`config.mk`:
```
export PLATFORM = sky130hd
export DESIGN_NAME = cpu_ctrl_param
export DESIGN_NICKNAME = d
export VERILOG_FILES = /design/src/rtl/cpu_ctrl_param.sv
export SDC_FILE = /design/constraint.sdc
export NUM_CORES = 1
export LEC_CHECK = 0
export BUFFER_PORTS_ARGS = -buffer_cell sky130_fd_sc_hd__buf_2
export CELL_PAD_IN_SITES_DETAIL_PLACEMENT = 2
export CELL_PAD_IN_SITES_GLOBAL_PLACEMENT = 2
export CORE_AREA = 2 2 77 134
export DETAILED_ROUTE_END_ITERATION = 16
export DIE_AREA = 0 0 79 136
export PLACE_DENSITY_LB_ADDON = 0.1
export SLEW_MARGIN = 20
export SYNTH_ARGS = -nofsm -noshare
export SYNTH_HDL_FRONTEND = slang
export SYNTH_SLANG_ARGS = --single-unit
```
`constraint.sdc`:
```
create_clock -name iclk -period 3.7 [get_ports iclk]
set_input_delay 0.185 -clock iclk [delete_from_list [all_inputs] [get_ports iclk]]
set_output_delay 0.185 -clock iclk [all_outputs]
set_load 0.005 [all_outputs]
```
`src/rtl/cpu_ctrl_param.sv`:
```
`default_nettype none
// ============================================================================
// Module  : cpu_ctrl_param
// Brief   : Parametrised phase-stepped CPU control unit with halt/single-step
//           debug and a saturating retired-instruction counter.
// Rev     : 1.0
// ============================================================================
module cpu_ctrl_param #(
    parameter int pDATA_WIDTH   = 8,
    parameter int pNUM_REGS     = 4,
    parameter int pPHASE_CYCLES = 2,
    parameter int pCNT_WIDTH    = 16
) (
    input  logic                           iclk,
    input  logic                           irst_n,
    input  logic                           ien,
    input  logic                           ihalt,
    input  logic                           istep_mode,
    input  logic                           istep,
    input  logic [pDATA_WIDTH-1:0]         idir_data,
    input  logic [3:0]                     ialu_flag,
    output logic [pNUM_REGS+6:0]           oreg_en,
    output logic [$clog2(pNUM_REGS+4)-1:0] odata_sel,
    output logic [2:0]                     oalu_opcode,
    output logic                           oforce_rb,
    output logic                           oflag_clf,
    output logic                           odone,
    output logic                           ohalted,
    output logic [2:0]                     ostate,
    output logic [pCNT_WIDTH-1:0]          oinstr_cnt
);

    localparam int c_RW   = $clog2(pNUM_REGS);
    localparam int c_SELW = $clog2(pNUM_REGS + 4);
    localparam int c_ENW  = pNUM_REGS + 7;
    localparam int c_PHW  = $clog2(pPHASE_CYCLES);
    localparam int c_LO   = (2 * c_RW > 4) ? 2 * c_RW : 4;

    localparam int c_EN_TMP = pNUM_REGS;
    localparam int c_EN_ACC = pNUM_REGS + 1;
    localparam int c_EN_FLG = pNUM_REGS + 2;
    localparam int c_EN_AIR = pNUM_REGS + 3;
    localparam int c_EN_AME = pNUM_REGS + 4;
    localparam int c_EN_DIR = pNUM_REGS + 5;
    localparam int c_EN_DME = pNUM_REGS + 6;

    localparam logic [c_SELW-1:0] c_SEL_ACC = c_SELW'(pNUM_REGS);
    localparam logic [c_SELW-1:0] c_SEL_DME = c_SELW'(pNUM_REGS + 1);
    localparam logic [c_SELW-1:0] c_SEL_AIR = c_SELW'(pNUM_REGS + 2);
    localparam logic [c_SELW-1:0] c_SEL_USR = c_SELW'(pNUM_REGS + 3);

    localparam logic [c_PHW-1:0] c_PH_LAST = c_PHW'(pPHASE_CYCLES - 1);

    localparam logic [3:0] c_OP_LD    = 4'b0000;
    localparam logic [3:0] c_OP_ST    = 4'b0001;
    localparam logic [3:0] c_OP_DATA  = 4'b0010;
    localparam logic [3:0] c_OP_JMPR  = 4'b0011;
    localparam logic [3:0] c_OP_JMP   = 4'b0100;
    localparam logic [3:0] c_OP_JFLAG = 4'b0101;
    localparam logic [3:0] c_OP_CLF   = 4'b0110;
    localparam logic [3:0] c_OP_END   = 4'b1100;

    typedef enum logic [2:0] {
        ST_IDLE = 3'd0,
        ST_F1   = 3'd1,
        ST_F2   = 3'd2,
        ST_F3   = 3'd3,
        ST_E1   = 3'd4,
        ST_E2   = 3'd5,
        ST_E3   = 3'd6,
        ST_HALT = 3'd7
    } state_t;

    state_t                  state_q, state_d;
    logic [c_PHW-1:0]        phase_q, phase_d;
    logic                    done_q, done_d;
    logic                    step_pend_q, step_pend_d;
    logic [pCNT_WIDTH-1:0]   cnt_q, cnt_d;
    logic [c_ENW-1:0]        reg_en_q, reg_en_d;
    logic [c_SELW-1:0]       data_sel_q, data_sel_d;
    logic                    force_rb_q, force_rb_d;
    logic                    flag_clf_q, flag_clf_d;

    logic [3:0]              w_opc;
    logic [c_RW-1:0]         w_ra;
    logic [c_RW-1:0]         w_rb;
    logic                    w_is_end;
    logic                    w_flag_ok;
    logic                    w_boundary;
    logic                    w_go_f1;
    logic                    w_consume;
    logic                    w_retire;
    logic                    w_unused_dir;

    assign w_opc      = idir_data[pDATA_WIDTH-1 -: 4];
    assign w_ra       = idir_data[2*c_RW-1 -: c_RW];
    assign w_rb       = idir_data[c_RW-1:0];
    assign w_is_end   = (w_opc == c_OP_END) && (&w_ra) && (&w_rb);
    assign w_flag_ok  = &(ialu_flag | ~idir_data[3:0]);
    assign w_boundary = ien && (phase_q == c_PH_LAST);
    // ihalt always wins; in step mode a pending step is required to fetch
    assign w_go_f1    = !ihalt && (!istep_mode || step_pend_q);

    generate
        if (pDATA_WIDTH - 4 > c_LO) begin : g_dir_spare
            assign w_unused_dir = ^idir_data[pDATA_WIDTH-5:c_LO];
        end else begin : g_dir_full
            assign w_unused_dir = 1'b0;
        end
    endgenerate

    always_comb begin
        state_d   = state_q;
        done_d    = done_q;
        cnt_d     = cnt_q;
        w_consume = 1'b0;
        w_retire  = 1'b0;
        phase_d   = (phase_q == c_PH_LAST) ? '0 : phase_q + 1'b1;

        if (w_boundary) begin
            case (state_q)
                ST_IDLE: begin
                    if (!done_q) begin
                        state_d   = w_go_f1 ? ST_F1 : ST_HALT;
                        w_consume = w_go_f1;
                    end
                end
                ST_HALT: begin
                    state_d   = w_go_f1 ? ST_F1 : ST_HALT;
                    w_consume = w_go_f1;
                end
                ST_F1: state_d = ST_F2;
                ST_F2: state_d = ST_F3;
                ST_F3: begin
                    state_d = ST_E1;
                    if (w_is_end) begin
                        done_d = 1'b1;
                    end
                end
                ST_E1: begin
                    if (w_is_end) begin
                        state_d  = ST_IDLE;
                        w_retire = 1'b1;
                    end else begin
                        state_d  = ST_E2;
                    end
                end
                ST_E2: state_d = ST_E3;
                ST_E3: begin
                    w_retire  = 1'b1;
                    state_d   = w_go_f1 ? ST_F1 : ST_HALT;
                    w_consume = w_go_f1;
                end
                default: state_d = ST_IDLE;
            endcase
        end

        if (w_retire && !(&cnt_q)) begin
            cnt_d = cnt_q + 1'b1;
        end

        // A pulse while a step is already pending leaves it at 1, i.e. ignored
        if (w_consume && step_pend_q) begin
            step_pend_d = 1'b0;
        end else if (istep && istep_mode) begin
            step_pend_d = 1'b1;
        end else begin
            step_pend_d = step_pend_q;
        end

        if (!ien) begin
            state_d     = ST_IDLE;
            phase_d     = '0;
            done_d      = 1'b0;
            step_pend_d = 1'b0;
            cnt_d       = '0;
        end
    end

    // Control word for the state being entered; idle word on every other edge
    always_comb begin
        reg_en_d   = '0;
        data_sel_d = c_SEL_USR;
        force_rb_d = 1'b0;
        flag_clf_d = 1'b0;

        if (w_boundary) begin
            case (state_d)
                ST_F1: begin
                    data_sel_d         = c_SEL_AIR;
                    force_rb_d         = 1'b1;
                    reg_en_d[c_EN_ACC] = 1'b1;
                    reg_en_d[c_EN_AME] = 1'b1;
                end
                ST_F2: begin
                    data_sel_d         = c_SEL_DME;
                    reg_en_d[c_EN_DIR] = 1'b1;
                end
                ST_F3: begin
                    data_sel_d         = c_SEL_ACC;
                    reg_en_d[c_EN_AIR] = 1'b1;
                end
                ST_E1: begin
                    if (w_opc[3]) begin
                        if (!w_is_end) begin
                            data_sel_d         = c_SELW'(w_rb);
                            reg_en_d[c_EN_TMP] = 1'b1;
                        end
                    end else begin
                        case (w_opc)
                            c_OP_LD, c_OP_ST: begin
                                data_sel_d         = c_SELW'(w_ra);
                                reg_en_d[c_EN_AME] = 1'b1;
                            end
                            c_OP_DATA, c_OP_JFLAG: begin
                                data_sel_d         = c_SEL_AIR;
                                force_rb_d         = 1'b1;
                                reg_en_d[c_EN_AME] = 1'b1;
                                reg_en_d[c_EN_ACC] = 1'b1;
                            end
                            c_OP_JMPR: begin
                                data_sel_d         = c_SELW'(w_rb);
                                reg_en_d[c_EN_AIR] = 1'b1;
                            end
                            c_OP_JMP: begin
                                data_sel_d         = c_SEL_AIR;
                                reg_en_d[c_EN_AME] = 1'b1;
                            end
                            c_OP_CLF: flag_clf_d = 1'b1;
                            default: ;
                        endcase
                    end
                end
                ST_E2: begin
                    if (w_opc[3]) begin
                        data_sel_d         = c_SELW'(w_ra);
                        reg_en_d[c_EN_ACC] = 1'b1;
                        reg_en_d[c_EN_FLG] = 1'b1;
                    end else begin
                        case (w_opc)
                            c_OP_LD, c_OP_DATA: begin
                                data_sel_d     = c_SEL_DME;
                                reg_en_d[w_rb] = 1'b1;
                            end
                            c_OP_ST: begin
                                data_sel_d         = c_SELW'(w_rb);
                                reg_en_d[c_EN_DME] = 1'b1;
                            end
                            c_OP_JMP: begin
                                data_sel_d         = c_SEL_DME;
                                reg_en_d[c_EN_AIR] = 1'b1;
                            end
                            c_OP_JFLAG: begin
                                data_sel_d         = w_flag_ok ? c_SEL_DME : c_SEL_ACC;
                                reg_en_d[c_EN_AIR] = 1'b1;
                            end
                            default: ;
                        endcase
                    end
                end
                ST_E3: begin
                    if (w_opc[3]) begin
                        // compare only updates flags, no writeback
                        if (w_opc[2:0] != 3'b111) begin
                            data_sel_d     = c_SEL_ACC;
                            reg_en_d[w_rb] = 1'b1;
                        end
                    end else if (w_opc == c_OP_DATA) begin
                        data_sel_d         = c_SEL_ACC;
                        reg_en_d[c_EN_AIR] = 1'b1;
                    end
                end
                default: ;
            endcase
        end
    end

    always_ff @(posedge iclk or negedge irst_n) begin
        if (!irst_n) begin
            state_q     <= ST_IDLE;
            phase_q     <= '0;
            done_q      <= 1'b0;
            step_pend_q <= 1'b0;
            cnt_q       <= '0;
            reg_en_q    <= '0;
            data_sel_q  <= c_SEL_USR;
            force_rb_q  <= 1'b0;
            flag_clf_q  <= 1'b0;
        end else begin
            state_q     <= state_d;
            phase_q     <= phase_d;
            done_q      <= done_d;
            step_pend_q <= step_pend_d;
            cnt_q       <= cnt_d;
            reg_en_q    <= reg_en_d;
            data_sel_q  <= data_sel_d;
            force_rb_q  <= force_rb_d;
            flag_clf_q  <= flag_clf_d;
        end
    end

    assign oreg_en     = reg_en_q;
    assign odata_sel   = data_sel_q;
    assign oforce_rb   = force_rb_q;
    assign oflag_clf   = flag_clf_q;
    assign oalu_opcode = force_rb_q ? 3'd0 : (w_opc[3] ? w_opc[2:0] : 3'd0);
    assign odone       = done_q;
    assign ohalted     = (state_q == ST_HALT);
    assign ostate      = state_q;
    assign oinstr_cnt  = cnt_q;

endmodule
`default_nettype wire

```
==> results of run 1 <==
[area by class of cell]
class / count / area [um^2]
Clock buffer: 8 / 146
Fill cell: 1158 / 6880
Inverter: 10 / 37.5
Multi-Input combinational cell: 191 / 1270
Sequential cell: 38 / 955
Tap cell: 125 / 156
Timing Repair Buffer: 57 / 285
[sequential cells by signal (all words and copies together), names as in the netlist]
name         flops
oinstr_cnt      16
oreg_en         11
oforce_rb        1
oflag_clf        1
step_pend_q      1
ostate           3
phase_q          1
odone            1
odata_sel        3
[stage by stage]
stage / cell area [um^2] / worst slack (ns)
6_report: 2850 / 1.10
5_1_grt: 2850 / 0.837
4_1_cts: 2850 / 1.10
3_5_place_dp: 2710 / 1.17
3_3_place_gp: 2710 / 1.24
2_1_floorplan: 2370 / 1.82
[cells in the mapped netlist (all sizes together) (2+ instances only)]
cell type,n,area [um^2]
nand2,21,83.8
a211oi,2,27.5
xor2,2,17.5
or3,3,20.0
nor2b,6,37.5
mux2i,2,20.0
o31ai,2,15.0
buf,10,77.6
clkbuf,6,22.5
and4b,2,23.8
a21oi,16,87.6
or2,3,21.3
o21ai,12,60.1
xnor2,11,96.3
dfrtp,35,876
o211ai,3,22.5
nand3,16,105
nor4,7,50.1
nor2,13,48.8
a31oi,2,27.5
and3,5,31.3
nand2b,3,18.8
nand4,7,43.8
inv,9,33.8
nor3b,2,15.0
and4,4,37.5
and2,18,115
nor3,8,45.0
dfstp,3,78.8
o22ai,3,18.8
[power by group through the flow]
stage / clock network [mW] / registers, mW / logic (mW)
2_1_floorplan: 0 / 0.436 / 0.101
3_3_place_gp: 0 / 0.447 / 0.141
3_5_place_dp: 0 / 0.448 / 0.143
4_1_cts: 0.456 / 0.440 / 0.144
5_1_grt: 0.471 / 0.442 / 0.158
6_report: 0.439 / 0.440 / 0.139
[layer usage]
| metal | vias up | part of all wire, % |
|---|---|---|
| li1 | 1003 | - |
| met1 | 1049 | 37 |
| met2 | 41 | 58 |
| met3 | 9 | 2.7 |
| met4 | 0 | 2.2 |
| met5 | - | 0 |
[worst max-delay path: stages (launching register included)]
cell and delay, ns:
dfrtp_1 0.62, or2_1 0.23, a311oi_2 0.16, a21oi_2 0.47, clkinv_1 0.35, nor4_1 0.37, a21oi_1 0.13, o32ai_1 0.16
[worst min path at each step]
stage / depth (start not counted) / end
detailed placement: 1 / oinstr_cnt[12]
global placement: 1 / oinstr_cnt[12]
floorplan: 0 / odone
finish: 1 / oinstr_cnt[12]
CTS: 1 / step_pend_q
global route: 1 / step_pend_q
[kinds of logic after synthesis]
group | Yosys count | share of synthesized area [%]
xor gates and xnor gates | 13 | 4.81
DFF | 38 | 40.3
AOI/OAI and AO/OA | 52 | 15.6
buffers and inverters | 26 | 5.82
and+or+nand+nor | 121 | 31.0
adders and majority gates | 2 | 0.952
muxes | 3 | 1.48
==> results.sh, run 1 <==
export IMPL_run_status="complete, no violations"
export IMPL_crit_arrival_ns=2.77
export IMPL_grt_ovfl_total=0
export IMPL_finClkSkew_ns=0.00412
export IMPL_relSlewSlack_pct=41.4
export IMPL_io_pins=58
export IMPL_syn_inst=255
export IMPL_max_freq_ghz=0.385
export IMPL_grt_pass1_vias=2235
export IMPL_hp_class="input port to asynchronous set/reset pin"
export IMPL_r2r_cells=7
export IMPL_async_flop_share_pct=100
export IMPL_die_h_um=136
export IMPL_initial_core_util_pct=24.3
export IMPL_crit_end="oreg_en[7]"
export IMPL_drv_slew=0
export IMPL_dp_cells=421
export IMPL_routed_wl_um=7600
export IMPL_finalNetCount=322
export IMPL_gp_congestion=0.735
export IMPL_power_density_nw_per_um2=357
export IMPL_p_leak_nw=1.33
export IMPL_die_w_um=79
export IMPL_maxCapViolations=0
export IMPL_total_power_mw=1.02
export IMPL_die_area_um2=10700
export IMPL_antenna_found_initial=0
export IMPL_rr_endpoint="oreg_en[7]"
export IMPL_vias=2102
export IMPL_cts_htree_levels=2
export IMPL_intPower_uw=740
export IMPL_tightest_slew_ns=0.879
export IMPL_postSynthAreaPerCell_um2=9.28
export IMPL_start_kind="register"
export IMPL_post_cts_buffers=0
export IMPL_timing_final_hold_violations=0
export IMPL_grt_use_met1_pct=16.6
export IMPL_drt_first_pass_iters=4
export IMPL_period_needed_ns=2.60
export IMPL_final_common_cell="buf_2"
export IMPL_reg2reg_setup_slack_ns=1.10
export IMPL_io_buffers=57
export IMPL_crit_start="ostate[2]"
export IMPL_ys_seq_elements=38
export IMPL_gr_usage_met3_pct=2.06
export IMPL_clock_path_buffers=2
export IMPL_core_um2=9730
export IMPL_fin_cells=429
export IMPL_top_usage_layer="met2"
export IMPL_synth_edf_count=0
export IMPL_drive_gt1_share_pct=29.6
export IMPL_synth_nets=274
export IMPL_holdBufCountCts=0
export IMPL_power_share_switching_pct=27.3
export IMPL_yosysWarnings=0
export IMPL_cts_sinks=38
export IMPL_criticalPathCategory="register to register"
export IMPL_cts_resized=0
export IMPL_synthFlopType="dfrtp_1"
export IMPL_diodes=0
export IMPL_ir_worst_vdd_mv=0.151
export IMPL_syn_area_um2=2370
export IMPL_drtIter0Drc=27
export IMPL_final_cell_mix="buf_2, dfrtp_1, nand2_1"
export IMPL_crit_path_end_kind="register"
export IMPL_yosysSeqAreaShare_pct=40.3
export IMPL_viasPerCell=4.90
export IMPL_syn_to_final_growth_pct=20.6
export IMPL_numCtsBuffers=5
export IMPL_switchingPower_uw=278
export IMPL_clk_pin_slew_ns=0.06
export IMPL_power_share_clock_pct=43.2
export IMPL_fin_hold_ws_ns=0.0189
export IMPL_drc=0
export IMPL_setup_violations=0
export IMPL_seqPwrFrac_pct=43.2
export IMPL_placementRows=48
export IMPL_synth_cell_types=65
export IMPL_place_hpwl_um=5870
export IMPL_setup_tns_ns=0
export IMPL_comb_power_share_pct=13.6
export IMPL_grt_pass1_wl_um=12500
export IMPL_grt_use_met2_pct=29.0
export IMPL_cts_tree="built"
export IMPL_clock_latency_ns=0.28
export IMPL_post_route_util_pct=29.3
export IMPL_post_drt_wl_per_cell_um=17.7
export IMPL_regToRegStartpoint="ostate[2]"
export IMPL_crit_required_ns=3.87
export IMPL_antenna_left=0
export IMPL_grt_max_degree=39
export IMPL_cp_max_fo=12
export IMPL_cts_root_buffer="clkbuf_16"
export IMPL_grt_total_usage_pct=15.2
export IMPL_fin_crit_sh_pct=70.2
export IMPL_rsz0062_at_grt="no"
No activity file was read; power rests on OpenSTA's default activity.
==> run 2: changes to the inputs <==
--- a/config.mk
+++ b/config.mk
@@ -5,12 +5,13 @@
 export SDC_FILE = /design/constraint.sdc
 export NUM_CORES = 1
 export LEC_CHECK = 0
+export ABC_AREA = 1
 export BUFFER_PORTS_ARGS = -buffer_cell sky130_fd_sc_hd__buf_2
 export CELL_PAD_IN_SITES_DETAIL_PLACEMENT = 2
 export CELL_PAD_IN_SITES_GLOBAL_PLACEMENT = 2
-export CORE_AREA = 2 2 77 134
+export CORE_AREA = 2 2 78 137
 export DETAILED_ROUTE_END_ITERATION = 16
-export DIE_AREA = 0 0 79 136
+export DIE_AREA = 0 0 80 139
 export PLACE_DENSITY_LB_ADDON = 0.1
 export SLEW_MARGIN = 20
 export SYNTH_ARGS = -nofsm -noshare
==> constraint.sdc (replaced) <==
create_clock -name iclk -period 2.4 [get_ports iclk]
set_input_delay 0.12 -clock iclk [delete_from_list [all_inputs] [get_ports iclk]]
set_output_delay 0.12 -clock iclk [all_outputs]
set_load 0.005 [all_outputs]
==> results.sh, run 2 <==
export IMPL_switchingPower_uw=506
export IMPL_drt_first_pass_iters=4
export IMPL_cts_resized=0
export IMPL_synthTopCellsByArea="dfrtp_1, nand2_1, nor2_1"
export IMPL_crit_arrival_ns=2.24
export IMPL_holdBufCountCts=0
export IMPL_fin_hold_ws_ns=-0.0196
export IMPL_setup_violations=0
export IMPL_final_common_cell="nand2_1"
export IMPL_routed_wl_um=9440
export IMPL_die_area_um2=11100
export IMPL_violations="hold timing"
export IMPL_synth_edf_count=0
export IMPL_path_cells="ha_1 -> nand3_1 -> inv_1 -> nand3_1 -> nand2_4 -> nand2_2 -> inv_2 -> nor2_1 -> nand2_1 -> nand2_1 -> nor2_1"
export IMPL_intPower_mw=1.13
export IMPL_top_usage_layer="met2"
export IMPL_seqPwrFrac_pct=41.4
export IMPL_dp_cells=509
export IMPL_vias=2438
export IMPL_ys_seq_elements=38
export IMPL_setup_tns_ns=0
export IMPL_tightest_slew_ns=0.952
export IMPL_grt_ovfl_total=0
export IMPL_power_share_clock_pct=40.1
export IMPL_fin_crit_sh_pct=86.1
export IMPL_place_hpwl_um=7700
export IMPL_relSlewSlack_pct=36.6
export IMPL_cts_tree="built"
export IMPL_clock_path_buffers=2
export IMPL_post_cts_buffers=0
export IMPL_grt_pass1_wl_um=14900
export IMPL_io_buffers=57
export IMPL_async_flop_share_pct=100
export IMPL_criticalPathCategory="register to register"
export IMPL_drc=0
export IMPL_finalNetCount=408
export IMPL_synth_top_area_cell="dfrtp_1"
export IMPL_largest_reg_flops=16
export IMPL_grt_pass1_vias=2801
export IMPL_grt_use_met2_pct=37.6
export IMPL_r2r_cells=11
export IMPL_syn_inst=330
export IMPL_clock_latency_ns=0.29
export IMPL_cts_htree_levels=2
export IMPL_cts_sinks=38
export IMPL_comb_power_share_pct=18.5
export IMPL_cp_slowest_cell="dfrtp_1"
export IMPL_timing_final_hold_violations=19
export IMPL_slowest_delay_ns=0.43
export IMPL_power_share_switching_pct=30.9
export IMPL_antenna_found_initial=0
export IMPL_gr_usage_met3_pct=2.47
export IMPL_hp_class="input port to asynchronous set/reset pin"
export IMPL_max_freq_ghz=0.484
export IMPL_placementRows=49
export IMPL_grt_use_met1_pct=15.9
export IMPL_post_drt_wl_per_cell_um=18.3
export IMPL_io_pins=58
export IMPL_yosysSeqAreaShare_pct=38.8
export IMPL_start_kind="register"
export IMPL_ir_worst_vdd_mv=0.248
export IMPL_p_leak_nw=1.44
export IMPL_die_w_um=80
export IMPL_drv_slew=0
export IMPL_cts_root_buffer="clkbuf_16"
export IMPL_run_status="finished with violations"
export IMPL_maxCapViolations=0
export IMPL_power_density_nw_per_um2=545
export IMPL_viasPerCell=4.72
export IMPL_grt_total_usage_pct=17.8
export IMPL_synth_most_common_cell="nand2_1"
export IMPL_drtIter0Drc=38
export IMPL_fin_cells=517
export IMPL_crit_required_ns=2.58
export IMPL_cp_max_fo=14
export IMPL_final_cell_mix="nand2_1, buf_2, nor2_1"
export IMPL_initial_core_util_pct=24.4
export IMPL_synth_commonest_cells="nand2_1, nor2_1, dfrtp_1, inv_1, nand3_1"
export IMPL_yosysWarnings=0
export IMPL_synth_top_area_share_pct=35.6
export IMPL_grt_max_degree=39
export IMPL_drive_gt1_share_pct=27.9
export IMPL_synth_nets=349
export IMPL_antenna_left=0
export IMPL_core_um2=10100
export IMPL_crit_path_end_kind="register"
export IMPL_syn_to_final_growth_pct=22.1
export IMPL_finClkSkew_ns=0.00861
export IMPL_clk_pin_slew_ns=0.06
export IMPL_postSynthAreaPerCell_um2=7.45
export IMPL_diodes=0
export IMPL_period_needed_ns=2.07
export IMPL_rsz0062_at_grt="no"
export IMPL_gp_congestion=0.829
export IMPL_synthFlopType="dfrtp_1"
export IMPL_synth_cell_types=36
export IMPL_syn_area_um2=2460
export IMPL_die_h_um=139
export IMPL_numCtsBuffers=5
[run 2: kinds of logic (layout without fill, tap and decap cells)]
kind of cell / after synthesis / in the layout / synth area share (%)
and+or+nand+nor: 193 / 193 / 39.0
buffers and inverters: 50 / 110 / 9.01
AOI/OAI and AO/OA: 40 / 40 / 9.83
DFF: 38 / 38 / 38.8
xor gates and xnor gates: 8 / 8 / 2.85
adders and majority gates: 1 / 1 / 0.509
[run 2: area by class of cell]
| class | instances | area, um^2 |
|---|---|---|
| fill | 1255 | 7050 |
| multi-input combinational | 242 | 1280 |
| sequential | 38 | 955 |
| timing repair buffer | 58 | 293 |
| inverter | 44 | 175 |
| tap | 127 | 159 |
| clock buffer | 6 | 129 |
| clock inverter | 2 | 10.0 |
[run 2: layer usage]
layer,part of all wire [%],vias to the layer above
li1,-,1186
met1,33,1192
met2,62,48
met3,2.5,12
met4,2.6,0
met5,0,-
[run 2: power by group through the flow]
stage	sequential, mW	clock [mW]	combinational (mW)
final	0.677	0.656	0.303
after global routing	0.678	0.717	0.343
after CTS	0.677	0.685	0.313
after detailed placement	0.689	0	0.310
after global placement	0.688	0	0.305
after floorplan	0.681	0	0.210
[run 2: critical path: cells and delay by family (launching register included)]
family                     cells  cell delay, ns
and+or+nand+nor                8            1.04
DFF                            1            0.43
adders and majority gates      1            0.26
buffers and inverters          2            0.23
[run 2: stage by stage]
step	util, %	worst slack [ns]	hold WS, ns	total power, mW	area, um^2
5_1_grt	29.9	0.0945	0.0482	1.74	3000
4_1_cts	29.9	0.314	0.0109	1.68	3000
2_1_floorplan	-	0.820	-0.176	0.891	2460
6_report	29.9	0.335	-0.0196	1.64	3000
3_5_place_dp	28.5	0.346	0.326	0.999	2860
3_3_place_gp	28.5	0.437	0.300	0.993	2860
[run 2: worst paths after layout]
path | slack, ns | end | start
hold reg to reg | 0.55 | oinstr_cnt[4] | oinstr_cnt[4]
setup reg to reg | 0.33 | oinstr_cnt[6] | oinstr_cnt[0]
min in group iclk | 0.08 | oreg_en[2] | idir_data[1]
hold / removal | -0.02 | oreg_en[6] | irst_n
setup / recovery | 0.33 | oinstr_cnt[6] | oinstr_cnt[0]
max in group asynchronous | 1.82 | oreg_en[10] | irst_n
